### config.mk
export PLATFORM = sky130hd
export DESIGN_NAME = rob_ctrl_flat
export DESIGN_NICKNAME = d
export VERILOG_FILES = /design/src/rtl/rob_ctrl_pkg.sv /design/src/rtl/rob_ctrl_if.sv /design/src/rtl/rob_last_writer.sv /design/src/rtl/rob_ctrl.sv /design/src/flat_wrapper.sv
export SDC_FILE = /design/constraint.sdc
export NUM_CORES = 1
export LEC_CHECK = 0
export CORE_ASPECT_RATIO = 1.4
export CORE_MARGIN = 2
export CORE_UTILIZATION = 50
export DETAILED_ROUTE_END_ITERATION = 10
export PLACE_DENSITY_LB_ADDON = 0.08
export SYNTH_ARGS = -nofsm -noshare
export SYNTH_HDL_FRONTEND = slang
export SYNTH_HIERARCHICAL = 1
export SYNTH_SLANG_ARGS = --single-unit
### constraint.sdc
create_clock -name clk -period 6 [get_ports clk]
set_input_delay 1.2 -clock clk [delete_from_list [all_inputs] [get_ports clk]]
set_output_delay 1.2 -clock clk [all_outputs]
set_load 0.02 [all_outputs]
### src/rtl/rob_ctrl_pkg.sv
// Shared sizes, FSM encoding and entry layout for the reorder buffer.
// The exp field exists only when ROB_EXP_EN is defined.
package rob_ctrl_pkg;

    localparam int ROB_DEPTH      = 8;
    localparam int GPR_ADDR_WIDTH = 5;
    localparam int TAG_W          = $clog2(ROB_DEPTH);
    localparam int PTR_W          = TAG_W + 1;

    typedef logic [TAG_W-1:0]          tag_t;
    typedef logic [PTR_W-1:0]          ptr_t;
    typedef logic [GPR_ADDR_WIDTH-1:0] gpr_t;

    typedef enum logic {
        RUN   = 1'b0,
        FLUSH = 1'b1
    } rob_state_e;

    typedef struct packed {
        logic valid;
        logic done;
        gpr_t dst_addr;
        logic dst_wen;
        logic br_taken;
`ifdef ROB_EXP_EN
        logic exp;
`endif
    } rob_entry_t;

endpackage

### src/rtl/rob_ctrl_if.sv
// Dispatch, writeback and RAT-side signals of the reorder buffer.
// slave is the ROB side, master is the dispatch/writeback side.
interface rob_ctrl_if;
    import rob_ctrl_pkg::*;

    logic id_alloc_valid;
    gpr_t id_dst_addr;
    logic id_dst_wen;
    logic alloc_ready;
    logic allocate_en;
    tag_t rob_alloc_tag_2rat;
    gpr_t rob_alloc_dst_addr_2rat;
    logic rob_alloc_dst_wen_2rat;
    logic wb_en;
    tag_t wb_tag;
    logic wb_br_taken;
    logic wb_exp;
    logic commit_en;
    gpr_t rob_commit_dst_addr_2rat;
    logic rob_commit_br_taken;
    logic rob_commit_exp_en;
    tag_t rob_commit_tag;
    logic rob_retire;

    modport master (
        output id_alloc_valid, id_dst_addr, id_dst_wen,
        output wb_en, wb_tag, wb_br_taken, wb_exp,
        input  alloc_ready, allocate_en, rob_alloc_tag_2rat,
        input  rob_alloc_dst_addr_2rat, rob_alloc_dst_wen_2rat,
        input  commit_en, rob_commit_dst_addr_2rat, rob_commit_br_taken,
        input  rob_commit_exp_en, rob_commit_tag, rob_retire
    );

    modport slave (
        input  id_alloc_valid, id_dst_addr, id_dst_wen,
        input  wb_en, wb_tag, wb_br_taken, wb_exp,
        output alloc_ready, allocate_en, rob_alloc_tag_2rat,
        output rob_alloc_dst_addr_2rat, rob_alloc_dst_wen_2rat,
        output commit_en, rob_commit_dst_addr_2rat, rob_commit_br_taken,
        output rob_commit_exp_en, rob_commit_tag, rob_retire
    );

endinterface

### src/rtl/rob_last_writer.sv
// Clears the commit qualifier when any other live entry
// still maps the head's destination register.
module rob_last_writer
    import rob_ctrl_pkg::*;
(
    input  rob_entry_t [ROB_DEPTH-1:0] ent,
    input  tag_t                       head,
    output logic                       last
);

    always_comb begin
        last = 1'b1;
        for (int i = 0; i < ROB_DEPTH; i++) begin
            if (tag_t'(i) != head && ent[i].valid && ent[i].dst_wen &&
                ent[i].dst_addr == ent[head].dst_addr)
                last = 1'b0;
        end
    end

endmodule

### src/rtl/rob_ctrl.sv
// Reorder-buffer controller: tag allocation, in-order retire, flush.
// Define ROB_EXP_EN to track exceptions alongside branch redirects.
module rob_ctrl
    import rob_ctrl_pkg::*;
(
    input  logic      clk,
    input  logic      rst_n,
    rob_ctrl_if.slave bus
);

    rob_state_e                 state;
    ptr_t                       head;
    ptr_t                       tail;
    rob_entry_t [ROB_DEPTH-1:0] ent;

    tag_t       head_tag;
    tag_t       tail_tag;
    rob_entry_t head_e;
    rob_entry_t new_e;
    logic       full;
    logic       alloc_wen;
    logic       retire;
    logic       last;
    logic       head_exp;
    logic       flush;

    assign head_tag  = head[TAG_W-1:0];
    assign tail_tag  = tail[TAG_W-1:0];
    assign head_e    = ent[head_tag];
    assign full      = (head_tag == tail_tag) && (head[TAG_W] != tail[TAG_W]);
    assign alloc_wen = bus.id_dst_wen && (bus.id_dst_addr != '0);

    // rst_n gates ready so every output reads 0 while reset is held
    assign bus.alloc_ready             = rst_n && (state == RUN) && !full;
    assign bus.allocate_en             = bus.id_alloc_valid && bus.alloc_ready;
    assign bus.rob_alloc_tag_2rat      = tail_tag;
    assign bus.rob_alloc_dst_addr_2rat = bus.allocate_en ? bus.id_dst_addr : '0;
    assign bus.rob_alloc_dst_wen_2rat  = bus.allocate_en && alloc_wen;

`ifdef ROB_EXP_EN
    assign head_exp = head_e.exp;
`else
    logic unused_exp;
    assign unused_exp = bus.wb_exp;
    assign head_exp   = 1'b0;
`endif

    assign retire = (state == RUN) && head_e.valid && head_e.done;
    assign flush  = retire && (head_e.br_taken || head_exp);

    rob_last_writer u_last_writer (
        .ent  (ent),
        .head (head_tag),
        .last (last)
    );

    assign bus.rob_retire               = retire;
    assign bus.commit_en                = retire && head_e.dst_wen && last;
    assign bus.rob_commit_dst_addr_2rat = retire ? head_e.dst_addr : '0;
    assign bus.rob_commit_br_taken      = retire && head_e.br_taken;
    assign bus.rob_commit_exp_en        = retire && head_exp;
    assign bus.rob_commit_tag           = head_tag;

    always_comb begin
        new_e          = '0;
        new_e.valid    = 1'b1;
        new_e.dst_addr = bus.id_dst_addr;
        new_e.dst_wen  = alloc_wen;
    end

    always_ff @(posedge clk or negedge rst_n) begin
        if (!rst_n) begin
            state <= RUN;
            head  <= '0;
            tail  <= '0;
            ent   <= '0;
        end else if (flush) begin
            state <= FLUSH;
            head  <= '0;
            tail  <= '0;
            ent   <= '0;
        end else begin
            state <= RUN;
            if (bus.wb_en && ent[bus.wb_tag].valid) begin
                ent[bus.wb_tag].done     <= 1'b1;
                ent[bus.wb_tag].br_taken <= bus.wb_br_taken;
`ifdef ROB_EXP_EN
                ent[bus.wb_tag].exp      <= bus.wb_exp;
`endif
            end
            if (retire) begin
                ent[head_tag] <= '0;
                head          <= head + PTR_W'(1);
            end
            if (bus.allocate_en) begin
                ent[tail_tag] <= new_e;
                tail          <= tail + PTR_W'(1);
            end
        end
    end

endmodule

### src/flat_wrapper.sv
// flat-port wrapper written by rule: the top's interface ports become plain ports
module rob_ctrl_flat import rob_ctrl_pkg::*;
  (clk, rst_n, bus_id_alloc_valid, bus_id_dst_addr, bus_id_dst_wen, bus_wb_en, bus_wb_tag, bus_wb_br_taken, bus_wb_exp, bus_alloc_ready, bus_allocate_en, bus_rob_alloc_tag_2rat, bus_rob_alloc_dst_addr_2rat, bus_rob_alloc_dst_wen_2rat, bus_commit_en, bus_rob_commit_dst_addr_2rat, bus_rob_commit_br_taken, bus_rob_commit_exp_en, bus_rob_commit_tag, bus_rob_retire);
  rob_ctrl_if bus_i ();
  input  logic clk;
  input  logic rst_n;
  input wire logic [$bits(bus_i.id_alloc_valid)-1:0] bus_id_alloc_valid;
  input wire logic [$bits(bus_i.id_dst_addr)-1:0] bus_id_dst_addr;
  input wire logic [$bits(bus_i.id_dst_wen)-1:0] bus_id_dst_wen;
  input wire logic [$bits(bus_i.wb_en)-1:0] bus_wb_en;
  input wire logic [$bits(bus_i.wb_tag)-1:0] bus_wb_tag;
  input wire logic [$bits(bus_i.wb_br_taken)-1:0] bus_wb_br_taken;
  input wire logic [$bits(bus_i.wb_exp)-1:0] bus_wb_exp;
  output wire logic [$bits(bus_i.alloc_ready)-1:0] bus_alloc_ready;
  output wire logic [$bits(bus_i.allocate_en)-1:0] bus_allocate_en;
  output wire logic [$bits(bus_i.rob_alloc_tag_2rat)-1:0] bus_rob_alloc_tag_2rat;
  output wire logic [$bits(bus_i.rob_alloc_dst_addr_2rat)-1:0] bus_rob_alloc_dst_addr_2rat;
  output wire logic [$bits(bus_i.rob_alloc_dst_wen_2rat)-1:0] bus_rob_alloc_dst_wen_2rat;
  output wire logic [$bits(bus_i.commit_en)-1:0] bus_commit_en;
  output wire logic [$bits(bus_i.rob_commit_dst_addr_2rat)-1:0] bus_rob_commit_dst_addr_2rat;
  output wire logic [$bits(bus_i.rob_commit_br_taken)-1:0] bus_rob_commit_br_taken;
  output wire logic [$bits(bus_i.rob_commit_exp_en)-1:0] bus_rob_commit_exp_en;
  output wire logic [$bits(bus_i.rob_commit_tag)-1:0] bus_rob_commit_tag;
  output wire logic [$bits(bus_i.rob_retire)-1:0] bus_rob_retire;
  assign bus_i.id_alloc_valid = bus_id_alloc_valid;
  assign bus_i.id_dst_addr = bus_id_dst_addr;
  assign bus_i.id_dst_wen = bus_id_dst_wen;
  assign bus_i.wb_en = bus_wb_en;
  assign bus_i.wb_tag = bus_wb_tag;
  assign bus_i.wb_br_taken = bus_wb_br_taken;
  assign bus_i.wb_exp = bus_wb_exp;
  assign bus_alloc_ready = bus_i.alloc_ready;
  assign bus_allocate_en = bus_i.allocate_en;
  assign bus_rob_alloc_tag_2rat = bus_i.rob_alloc_tag_2rat;
  assign bus_rob_alloc_dst_addr_2rat = bus_i.rob_alloc_dst_addr_2rat;
  assign bus_rob_alloc_dst_wen_2rat = bus_i.rob_alloc_dst_wen_2rat;
  assign bus_commit_en = bus_i.commit_en;
  assign bus_rob_commit_dst_addr_2rat = bus_i.rob_commit_dst_addr_2rat;
  assign bus_rob_commit_br_taken = bus_i.rob_commit_br_taken;
  assign bus_rob_commit_exp_en = bus_i.rob_commit_exp_en;
  assign bus_rob_commit_tag = bus_i.rob_commit_tag;
  assign bus_rob_retire = bus_i.rob_retire;
  rob_ctrl u_core (.clk(clk), .rst_n(rst_n), .bus(bus_i));
endmodule
After elaboration in Yosys (flattened, before gate mapping) --
Cells that the tools add are included.
Word-level totals: bits of input ports 15, output and inout port bits 23, word-level logic and storage cells 151, flip-flop bits (word level) 81
Cells by class: eq/ne operators 17, add/subtract/negate cells 2, order comparisons 6, multiplexer cells 36, bitwise gates (word level) 3, reduce and logical (&&, ||, !) cells 44
Operator list (count):
- $mux 72 | 6
- $bwmux 72 | 3
- $demux 9 s3 | 4
- $and 72x72->72 | 1
- $not 72->72 | 1
- $bmux 9 s3 | 2
- $eq 5x5->1 | 8
- $logic_and 1x1->1 | 39
- $mux 9 | 4
- $mux 4 | 4
- $lt 3x4->1 const B | 3
- $ne 3x3->1 const A | 4
- $mux 1 | 10
- $mux 5 | 2
- $ge 3x1->1 const B | 3
- $add 4x1->4 const B | 2
- $mux 8 | 1
- $ne 2x3->1 const A | 2
- $reduce_bool 5->1 | 1
- $reduce_bool 2->1 | 2
- $eq 3x3->1 | 1
- $ne 1x3->1 const A | 1
- $reduce_bool 3->1 | 1
- $logic_not 1->1 | 1
- other kinds (2) | 2

Logic depth before layout (Yosys ltp) --
depth after elaboration 14, gate-level depth with buffers 12, gate-level depth less buffers 8

By module --
Netlist, hierarchy kept.
Modules (own cells, without submodules):
- rob_ctrl | cells each 508, times used 1, area each 4724.5 µm², sequential area each 2026.9 µm²
- rob_last_writer | cells each 117, times used 1, area each 969.7 µm², sequential area each 0.0 µm²

Least setup slack after synthesis --
No wires, ideal clock.
kind register to output, start point register u_core.head[0], end point output bus_commit_en, data arrival time 2.693 ns, path buffers 3, setup slack 2.107 ns, cell stages (with the launch flop) 12, required time 4.800 ns, cells stage by stage dfrtp_1 -> buf_6 -> buf_4 -> mux2_2 -> a2bb2oi_1 -> clkbuf_1 -> and3_1 -> o21ai_0 -> nor4_1 -> nor4_1 -> and4_1 -> nor3b_1
On the way: word-level cells in the longest chain between the ends 13, elaborated cells on any way between the ends 54, those cells by class eq/ne: 15; mux: 10; reduce/logical: 29
Ends and longest elaborated chain:
- from (decl) | line rob_ctrl.sv:12 | ptr_t head;
- from (signal assigned) | line rob_ctrl.sv:93 | head <= head + PTR_W'(1);
- $bmux 9 s3 / $reduce_bool 3->1 (equally long branches) | line rob_last_writer.sv:15, rob_last_writer.sv:14
- $mux 9 (not written as such) / $logic_and 1x1->1 (equally long branches) | line rob_ctrl.sv:29, rob_last_writer.sv:14
- $eq 5x5->1 / $logic_and 1x1->1 (equally long branches) | line rob_last_writer.sv:15, rob_last_writer.sv:14
- $logic_and 1x1->1 | line rob_last_writer.sv:14 | if (tag_t'(i) != head && ent[i].valid && ent[i].dst_wen &&
- $mux 1 (7 in series) | line rob_last_writer.sv:14
- $mux 1 (*) | line rob_last_writer.sv:14
- net u_core.last | line rob_ctrl.sv:23 | logic last;
- $logic_and 1x1->1 (*) | line rob_ctrl.sv:58 | assign bus.commit_en = retire && head_e.dst_wen && last;
- to (decl) | line flat_wrapper.sv:19 | output wire logic [$bits(bus_i.commit_en)-1:0] bus_commit_en;
Mark *: on every way through the listed nets, which the timed path passes. The rest lies on a longest branch. The select of a mux whose other input is x is not followed.

Worst setup path after layout --
Same ends and word-level chain as after synthesis.

==> results.json <==
{
  "fin_crit_ps": 5540,
  "syn_nets": 642,
  "vias_per_cell": 6.36,
  "postSynthCellCount": 625,
  "irDropWorstVdd_v": 0.000263,
  "cp-end-kind": "output pin",
  "cp.arrival_ps": 4340,
  "gp_congestion": 0.951,
  "powerDensity_mw_per_mm2": 578,
  "grt_pass1_wl_um": 28000,
  "path_clk_slew_ps": 60,
  "p_total_mw": 3.65,
  "setup_viol": 0,
  "cts_setup_buffers": 0,
  "drive_gt1_share_pct": 11.6,
  "slew_viol_final": 0,
  "stdcell_area_sq_mm": 0.00632,
  "grt_max_degree": 78,
  "die_area_sq_mm": 0.0123,
  "fillers": 1026,
  "synthMuxAreaShare_pct": 12.7,
  "cts.htree.levels": 3,
  "cts-root-buf": "clkbuf_16",
  "drtAntennaViolNets": 0,
  "dr.pass1.iters": 5,
  "cts_tree": "yes",
  "max_freq_mhz": 180,
  "critPathLaunchType": "flop",
  "synth_compound_area_share_pct": 16.2,
  "route.detailed.drc": 0,
  "path_cells": "mux4_1 -> mux2i_4 -> xor2_1 -> o21ai_0 -> nor4_1 -> nor4_1 -> and4_1 -> nor3b_1 -> clkdlybuf4s50_1",
  "path_class": "flop to output pin",
  "drtIter0Drc": 486,
  "grt_overflow_total": 0,
  "cp_max_fo": 46,
  "slowest_stage": "dfrtp_2",
  "hp-class": "flop to flop",
  "ys.flop_type": "dfrtp_1",
  "yosys_warnings": 6,
  "cts_resized": 0,
  "dieWidth_um": 94.2,
  "wire_per_inst_um": 23.2,
  "cp_common_cell": "nor4_1",
  "maxCapViolations": 0,
  "synthAdderAreaFrac_pct": 0.439,
  "status": "complete, no violations",
  "insertion_delay_ps": 350,
  "core_area_sq_mm": 0.0112,
  "synth_area_per_cell_sq_um": 9.11,
  "synth_area_sq_mm": 0.00569,
  "antenna_found_initial": 0,
  "hpwl_um": 12600,
  "synthSimpleGateAreaFrac_pct": 21.5,
  "antenna_cells": 0,
  "rows": 46,
  "grt_usage_pct": 30.9,
  "critical_path_required_ps": 4800,
  "synth_area_leaders": "dfrtp_1, a21oi_1, mux2i_1",
  "synth-async-reset-ratio_pct": 100,
  "fin_skew_ps": 8.82,
  "clock_path_buffers": 2,
  "ioPinCount": 38,
  "numCtsBuffers": 9,
  "finalHoldViolations": 0,
  "rsz0062_at_grt": "false",
  "ys_seq_area_share_pct": 35.6,
  "start_util_pct": 50.7,
  "worst_pin_slew_ps": 1060,
  "crit_path_max_incr_delay_ps": 1060,
  "grt_pass1_vias": 4805,
  "areaGrowthSynthToFinish_pct": 11.0,
  "nNetsFinal": 643,
  "finalCritPeriodShare_pct": 92.4,
  "synth_top_family_by_area": "simple AND/OR/NAND/NOR gates",
  "synth_xor_area_share_pct": 6.61,
  "ys_ff_latch": 81,
  "io_buffers": 35,
  "maxSlewHeadroom_pct": 29.2,
  "synth_top_area_cell": "dfrtp_1",
  "wirelength_um": 18000,
  "placed_area_sq_mm": 0.00600,
  "via_count": 4932,
  "synth_cell_types": 68,
  "hold_ws_ps": 564,
  "clock-sinks": 81,
  "tns_ps": 0,
  "synth_top_cell_area_share_pct": 35.6,
  "cts_hold_buf": 0,
  "p_leak_nw": 2.66,
  "synth_edf_count": 0,
  "chipHeight_um": 130
}
## kinds of logic after synthesis
| kind of cell | after synthesis |
|---|---|
| buf+inv | 76 |
| mux | 53 |
| flops | 81 |
| compound gates | 134 |
| xor+xnor | 43 |
| other cells | 1 |
| fa+ha+maj | 2 |
| simple gates | 235 |
## power breakdown
group | internal [mW] | leakage, nW | switching [mW]
registers | 0.783 | 1.06 | 0.449
clock network | 0.375 | 0.159 | 0.229
logic | 0.828 | 1.44 | 0.987
total | 1.99 | 2.66 | 1.66
## critical path, delay by kind of cell (launching register included)
family	cells	cell delay [ps]
compound gates	1	150
xor+xnor	1	130
buf+inv	1	670
flops	1	1060
mux	2	1090
simple gates	4	870
## flip-flops by register name, summed over array words and instances (netlist names)
register,flops
u_core/ent,72
u_core/head,4
u_core/state,1
u_core/tail,4
## final timing paths
check	from	endpoint	slack (ps)	cells past startpoint
worst max-delay path	u_core/head[0]	bus_commit_en	460	9
worst max register to register	u_core/head[0]	u_core/ent[22]	2240	7
worst min-delay path	u_core/ent[34]	u_core/ent[34]	560	2
max in group asynchronous	rst_n	u_core/head[2]	4120	2
min in group asynchronous	rst_n	u_core/ent[16]	780	1
worst min register to register	u_core/ent[34]	u_core/ent[34]	560	2
## layer usage
metal	up-vias	global-route usage, %	share of wire (%)	wire (um)
met5	-	0	0	0
met2	216	51.8	49	8850
met1	2410	39.2	40	7270
met3	45	4.79	5.9	1060
met4	0	14.5	4.4	797
li1	2261	-	-	-
## layout make-up
| cell class | count | area, sq um | area share [%] |
|---|---|---|---|
| flip-flops and latches | 81 | 2030 | 32.1 |
| clock inverters | 5 | 78.8 | 1.25 |
| inverters | 19 | 71.3 | 1.13 |
| repair buffers | 47 | 438 | 6.93 |
| multi-input cells | 468 | 3280 | 51.9 |
| well taps | 144 | 180 | 2.85 |
| clock buffers | 11 | 243 | 3.84 |
## synthesized netlist by cell type (all sizes together), types with 2 or more instances
| library cell | instances |
|---|---|
| and2 | 5 |
| or4 | 2 |
| nand2 | 55 |
| o21bai | 2 |
| clkbuf | 14 |
| or3 | 2 |
| mux2i | 26 |
| and3 | 13 |
| o221ai | 2 |
| o22ai | 6 |
| a22oi | 12 |
| buf | 43 |
| or2 | 2 |
| o21ai | 17 |
| nand4 | 8 |
| inv | 18 |
| nor2b | 9 |
| o31ai | 3 |
| a21boi | 2 |
| dfrtp | 81 |
| nor3 | 20 |
| nor4 | 14 |
| xor2 | 27 |
| o2111ai | 5 |
| and4 | 3 |
| a21oi | 49 |
| a2bb2oi | 8 |
| nand2b | 12 |
| a221o | 3 |
| nand3 | 32 |
| a31oi | 2 |
| ha | 2 |
| a2111oi | 3 |
| nor2 | 48 |
| o211ai | 5 |
| mux2 | 16 |
| a211oi | 7 |
| nor3b | 5 |
| xnor2 | 16 |
| mux4 | 11 |
## cell usage in the layout, fill, tap and decap left out, types with 6 or more instances in the layout
cell type         n
a211oi_1          7
nor2_1           47
nand2_1          55
inv_1            18
a2bb2oi_1         8
clkbuf_16         9
xnor2_1          16
nor2b_1           9
a22oi_1          12
clkdlybuf4s50_1  34
nand4_1           8
mux2_2           16
and3_1           13
o22ai_1           6
a21oi_1          48
nand2b_1         12
mux4_2            9
buf_4            13
nor3_1           20
o21ai_0          17
nand3_1          32
xor2_1           27
mux2i_1          24
nor4_1            9
dfrtp_1          79
## metrics by stage
stage,util (%),setup slack (ps),cells
after floorplan,-,2110,625
after global placement,53.4,973,759
after detailed placement,53.4,908,759
after CTS,56.3,512,775
after global routing,56.3,193,775
final,56.3,458,775
(Power assumes the default switching activity.)
==> RTL change 1, RTL diff (same settings) <==
Make the reset (`rst_n`) synchronous in one clocked block.
--- a/src/rtl/rob_ctrl.sv
+++ b/src/rtl/rob_ctrl.sv
@@ -68,7 +68,7 @@
         new_e.dst_wen  = alloc_wen;
     end
 
-    always_ff @(posedge clk or negedge rst_n) begin
+    always_ff @(posedge clk) begin
         if (!rst_n) begin
             state <= RUN;
             head  <= '0;
Formal check against the unedited RTL: differs if rst_n is asserted again (counterexample within 4 cycles, from zero or initial values and one cycle with rst_n low); with rst_n held inactive, the same outputs for 4 cycles.
==> RTL change 1 against the unedited design <==
Setup slack better by 350 ps. Via count is 0.24% higher. Area after synthesis is 7.0% lower. Sequential cell count stayed put. Cell area is 6.2% lower. Routed wire length is 9.1% lower.
Power is not compared: it rests on default switching activity, and its combinational part moved more than twofold at a synthesized area within 25%.
==> RTL change 1: results (changes against the unedited design) <==
status=complete, no violations; worst hold slack=488 ps (-75.6 ps); largest net degree at the start of global routing=68 (-13%); Max VDD drop=roughly 0.00014 V; Critical R2R Capture=u_core/ent[7]; cts repair resizes=0 (unchanged); Post-CTS Hold Fix Bufs=0 (unchanged); most common cell after layout, fill and taps aside=dfxtp_1; Root Buffer=clkbuf_16; YS warnings=6 (unchanged); Seq/Total Area, Yosys=0.306 (-0.0497); RR Startpoint=u_core/head[1]; synth top area cells=dfxtp_1 31%, a21oi_1 5.5%, nand2_1 4.8%, mux2i_1 4.7%, o211ai_1 4.5%; GRT Total Usage=0.288 (-0.0215); Max-Cap Viols=0 (unchanged); Hold Path Class=reg -> reg; hold path startpoint=u_core/ent[43]; DR WL/cell=21.1 µm (-8.8%); CP Data Arrival Time=4000 ps (-340 ps); Max FO, Critical Path=39 (-15%); Setup Skew=3.34 ps (-5.49 ps); Pre-antenna DRT Iters=5 (unchanged); hpwl dp=12.1 mm (-3.7%); Yosys cell types=74 (+8.8%); Placer Congestion=0.971 (+2.2%); reg2reg path depth=7 (unchanged); pre-CTS setup slack=1170 ps (+267 ps); vias in the first global route=4820 (+0.31%); Fill cells=1011 (-1.5%); post-CTS setup buffer count=0 (unchanged); Slew @ Worst Pin=940 ps (-120 ps); Post-synth top cells=81 x dfxtp_1, 67 x nand2_1, 58 x a21oi_1; layout cells sized above 1=0.113 (-0.00230); dominant synthesized flop cell=dfxtp_1; worst reg2reg setup slack=2540 ps (+300 ps); final net count=647 (+0.62%); Hold Path Sink=u_core/ent[43]; Clock Path Buffers=2 (unchanged); Final WS setup=804 ps (+345 ps); Post-synth ARST share=0 (-1.00); initial antenna violation count=0 (unchanged); first-pass GRT wire length=26.0 mm (-7.1%); Worst-Skew Late Latency=330 ps (-20 ps); Iteration-0 DRC Markers=290 (-40%); Via density=6.40 (+0.50%)
==> RTL change 1: cell count changes after synthesis, sizes merged, moves of 7 or more <==
cell,change
dfrtp,-81
nor2,-28
o211ai,+29
nand3,-8
dfxtp,+81
a22oi,-12
nor3,+7
a21oi,+10
and2,+11
buf,-10
nand2,+14
==> RTL change 1: cell type report <==
type / instances / share of cell area
clock inverters: 2 / 0.00591
repair buffers: 47 / 0.0764
multi-input cells: 473 / 0.557
well taps: 138 / 0.0291
flip-flops and latches: 81 / 0.274
clock buffers: 14 / 0.0462
inverters: 18 / 0.0114
==> RTL change 1: how the worst max path moves through the flow <==
stage | cells after the start | from | to
final | 9 | u_core/head[0] | bus_commit_en
after global routing | 9 | u_core/head[0] | bus_commit_en
after CTS | 9 | u_core/head[0] | bus_commit_en
after detailed placement | 9 | u_core/head[0] | bus_commit_en
after global placement | 9 | u_core/head[0] | bus_commit_en
after floorplan | 6 | u_core/head[2] | bus_rob_commit_dst_addr_2rat[0]
==> RTL change 1: through the flow <==
| step | area (µm²) | std cells |
|---|---|---|
| global route | 5930 | 773 |
| global placement | 5620 | 757 |
| detailed placement | 5620 | 757 |
| finish | 5930 | 773 |
| floorplan | 5290 | 625 |
| CTS | 5930 | 773 |
==> RTL change 1: kinds of logic after synthesis <==
family	share of synthesized area
adders and majority gates	0.00473
other	0.000708
and+or+nand+nor	0.201
AOI/OAI and AO/OA	0.221
buffers and inverters	0.0714
DFF	0.306
muxes	0.125
xor gates and xnor gates	0.0695
==> RTL change 1: critical path: stages (launching register included) <==
cell and delay (ps):
dfxtp_2 880, mux2_2 290, a2bb2oi_1 670, and2_0 380, xor2_1 200, nor3_1 70, a41oi_1 240, and4_1 190
and3_1 130, clkdlybuf4s50_1 600
==> RTL change 1: report_power, final <==
part | total (mW) | switching, mW | internal [mW]
Sequential | 0.552 | 0.00838 | 0.543
Combinational | 0.107 | 0.0641 | 0.0427
Clock | 0.572 | 0.216 | 0.356
Total | 1.23 | 0.288 | 0.942
==> RTL change 1: metal layers <==
layer,global-route usage,wire [µm],vias to the layer above
met5,0,0,-
met4,0.201,1090,0
met3,0.0395,796,59
met2,0.477,7900,199
met1,0.342,6550,2373
li1,-,-,2313
==> RTL change 2, RTL diff (same settings) <==
Without the edit above. Build with the macro `ROB_EXP_EN` defined.
--- a/src/rtl/rob_ctrl_pkg.sv
+++ b/src/rtl/rob_ctrl_pkg.sv
@@ -1,5 +1,7 @@
 // Shared sizes, FSM encoding and entry layout for the reorder buffer.
 // The exp field exists only when ROB_EXP_EN is defined.
+`define ROB_EXP_EN
+
 package rob_ctrl_pkg;
 
     localparam int ROB_DEPTH      = 8;
Check against the original RTL: not equivalent (Yosys sat finds a counterexample within 4 cycles, from zero or initial values and one cycle with rst_n low).
==> RTL change 2 against the unedited design <==
Cell area rose by 3.8%. Area after synthesis rose by 3.4%. Setup slack improved by 180 ps. Routed wire length rose by 9.8%. Sequential share of layout area rose by 1.9 points. Non-clock buffer count fell by 1. Power rose by 8.2%. Sequential cell count rose by 8. Highest routed layer unchanged.
==> RTL change 2: results (changes against the unedited design) <==
Seq/Total Area, Yosys=0.378 (+0.0224); final net count=660 (+2.6%); hpwl dp=14.6 mm (+16%); DP Cell Count=776 (+2.2%); pre-CTS setup slack=1060 ps (+154 ps); post-synthesis mux area share=0.124 (-0.00223); largest net degree at the start of global routing=79 (+1.3%); Yosys cell types=75 (+10%); layout cells sized above 1=0.102 (-0.0138); P_leak=2.76 nW (+3.8%); GRT Total Usage=0.323 (+0.0141); synth top area cells=dfrtp_1 38%, mux2i_1 11%, xor2_1 4.8%, nor2_1 4.0%, nand2_1 3.8%; placed inst area=6270 µm² (+4.5%); Critical R2R Capture=u_core/head[1]; Synth Area in XOR/XNOR=0.0580 (-0.00812); Post-synth top cells=89 x dfrtp_1, 63 x mux2i_1, 62 x nor2_1; Iteration-0 DRC Markers=312 (-36%); Synth Area in Adders=0.00425 (-0.000144); CP Data Arrival Time=4160 ps (-180 ps); worst reg2reg setup slack=2050 ps (-190 ps); via count=5205 (+5.5%); post-CTS setup buffer count=0 (unchanged); RR Startpoint=u_core/head[1]; wl on met1=7.49 mm (+3.1%); synthesized area per cell=9.30 µm² (+2.1%); Max FO, Critical Path=28 (-39%); status=complete, no violations; I/O Buffers=37 (+5.7%); DR WL met3=1.11 mm (+4.7%); Max VDD drop=0.000441 V (+68%); Layout Cells excl Fill=792 (+2.2%); reg2reg path depth=6 (-1); wirelength, routed=19.7 mm (+9.8%); complex-gate fraction of the synthesized area=0.190 (+0.0285); Slew @ Worst Pin=1150 ps (+94.2 ps); max frequency=186 MHz (+3.3%); Pre-antenna DRT Iters=5 (unchanged); Post-synth ARST share=1.00 (unchanged); Setup Skew=8.99 ps (+0.165 ps); Placer Congestion=0.966 (+1.6%); WL met2=9.86 mm (+11%); Clock transition at path regs=60 ps (about the same)
-- RTL change 2: power breakdown --
group | leakage [nW] | internal [mW] | switching, mW
registers | 1.17 | 0.832 | 0.371
clock network | 0.133 | 0.324 | 0.235
logic | 1.46 | 0.843 | 1.35
-- RTL change 2: cell type report --
class	instances	area, µm²
Fill cell	1043	4840
Multi-Input combinational cell	485	3380
Sequential cell	89	2230
Timing Repair Buffer	46	435
Clock buffer	12	236
Tap cell	144	180
Clock inverter	4	53.8
Inverter	12	45.0
-- RTL change 2: worst min path at each step --
stage	from	to	slack (ps)	cells after the start
2_1_floorplan	u_core/ent[48]	u_core/ent[48]	500	2
3_3_place_gp	u_core/ent[2]	u_core/ent[2]	530	2
3_5_place_dp	u_core/ent[8]	u_core/ent[8]	540	2
4_1_cts	u_core/ent[8]	u_core/ent[8]	550	2
5_1_grt	u_core/ent[12]	u_core/ent[12]	580	2
6_report	u_core/ent[8]	u_core/ent[8]	560	2
-- RTL change 2: routing by layer --
metal | vias up | GRT usage
li1 | 2331 | -
met1 | 2557 | 0.385
met2 | 248 | 0.528
met3 | 69 | 0.0435
met4 | 0 | 0.222
met5 | - | 0
-- RTL change 2: cells by family (layout without fill, tap and decap cells) --
family,Yosys count,count (layout)
AND/OR/NAND/NOR,228,228
adder cells (fa/ha/maj),2,2
XOR/XNOR,39,39
multiplexers,70,70
flip-flops,89,89
AO/OA/AOI/OAI,146,146
buffers and inverters,59,74
-- RTL change 2: critical path, cell delays in order, from the launching register on --
cell,delay [ps]
dfrtp_2,820
mux2i_1,200
a22oi_2,490
nand2_1,290
xor2_1,210
nand4_1,90
o21ai_0,100
nor4_1,370
o21ai_0,150
nor3_1,280
o211a_1,210
clkdlybuf4s50_1,600
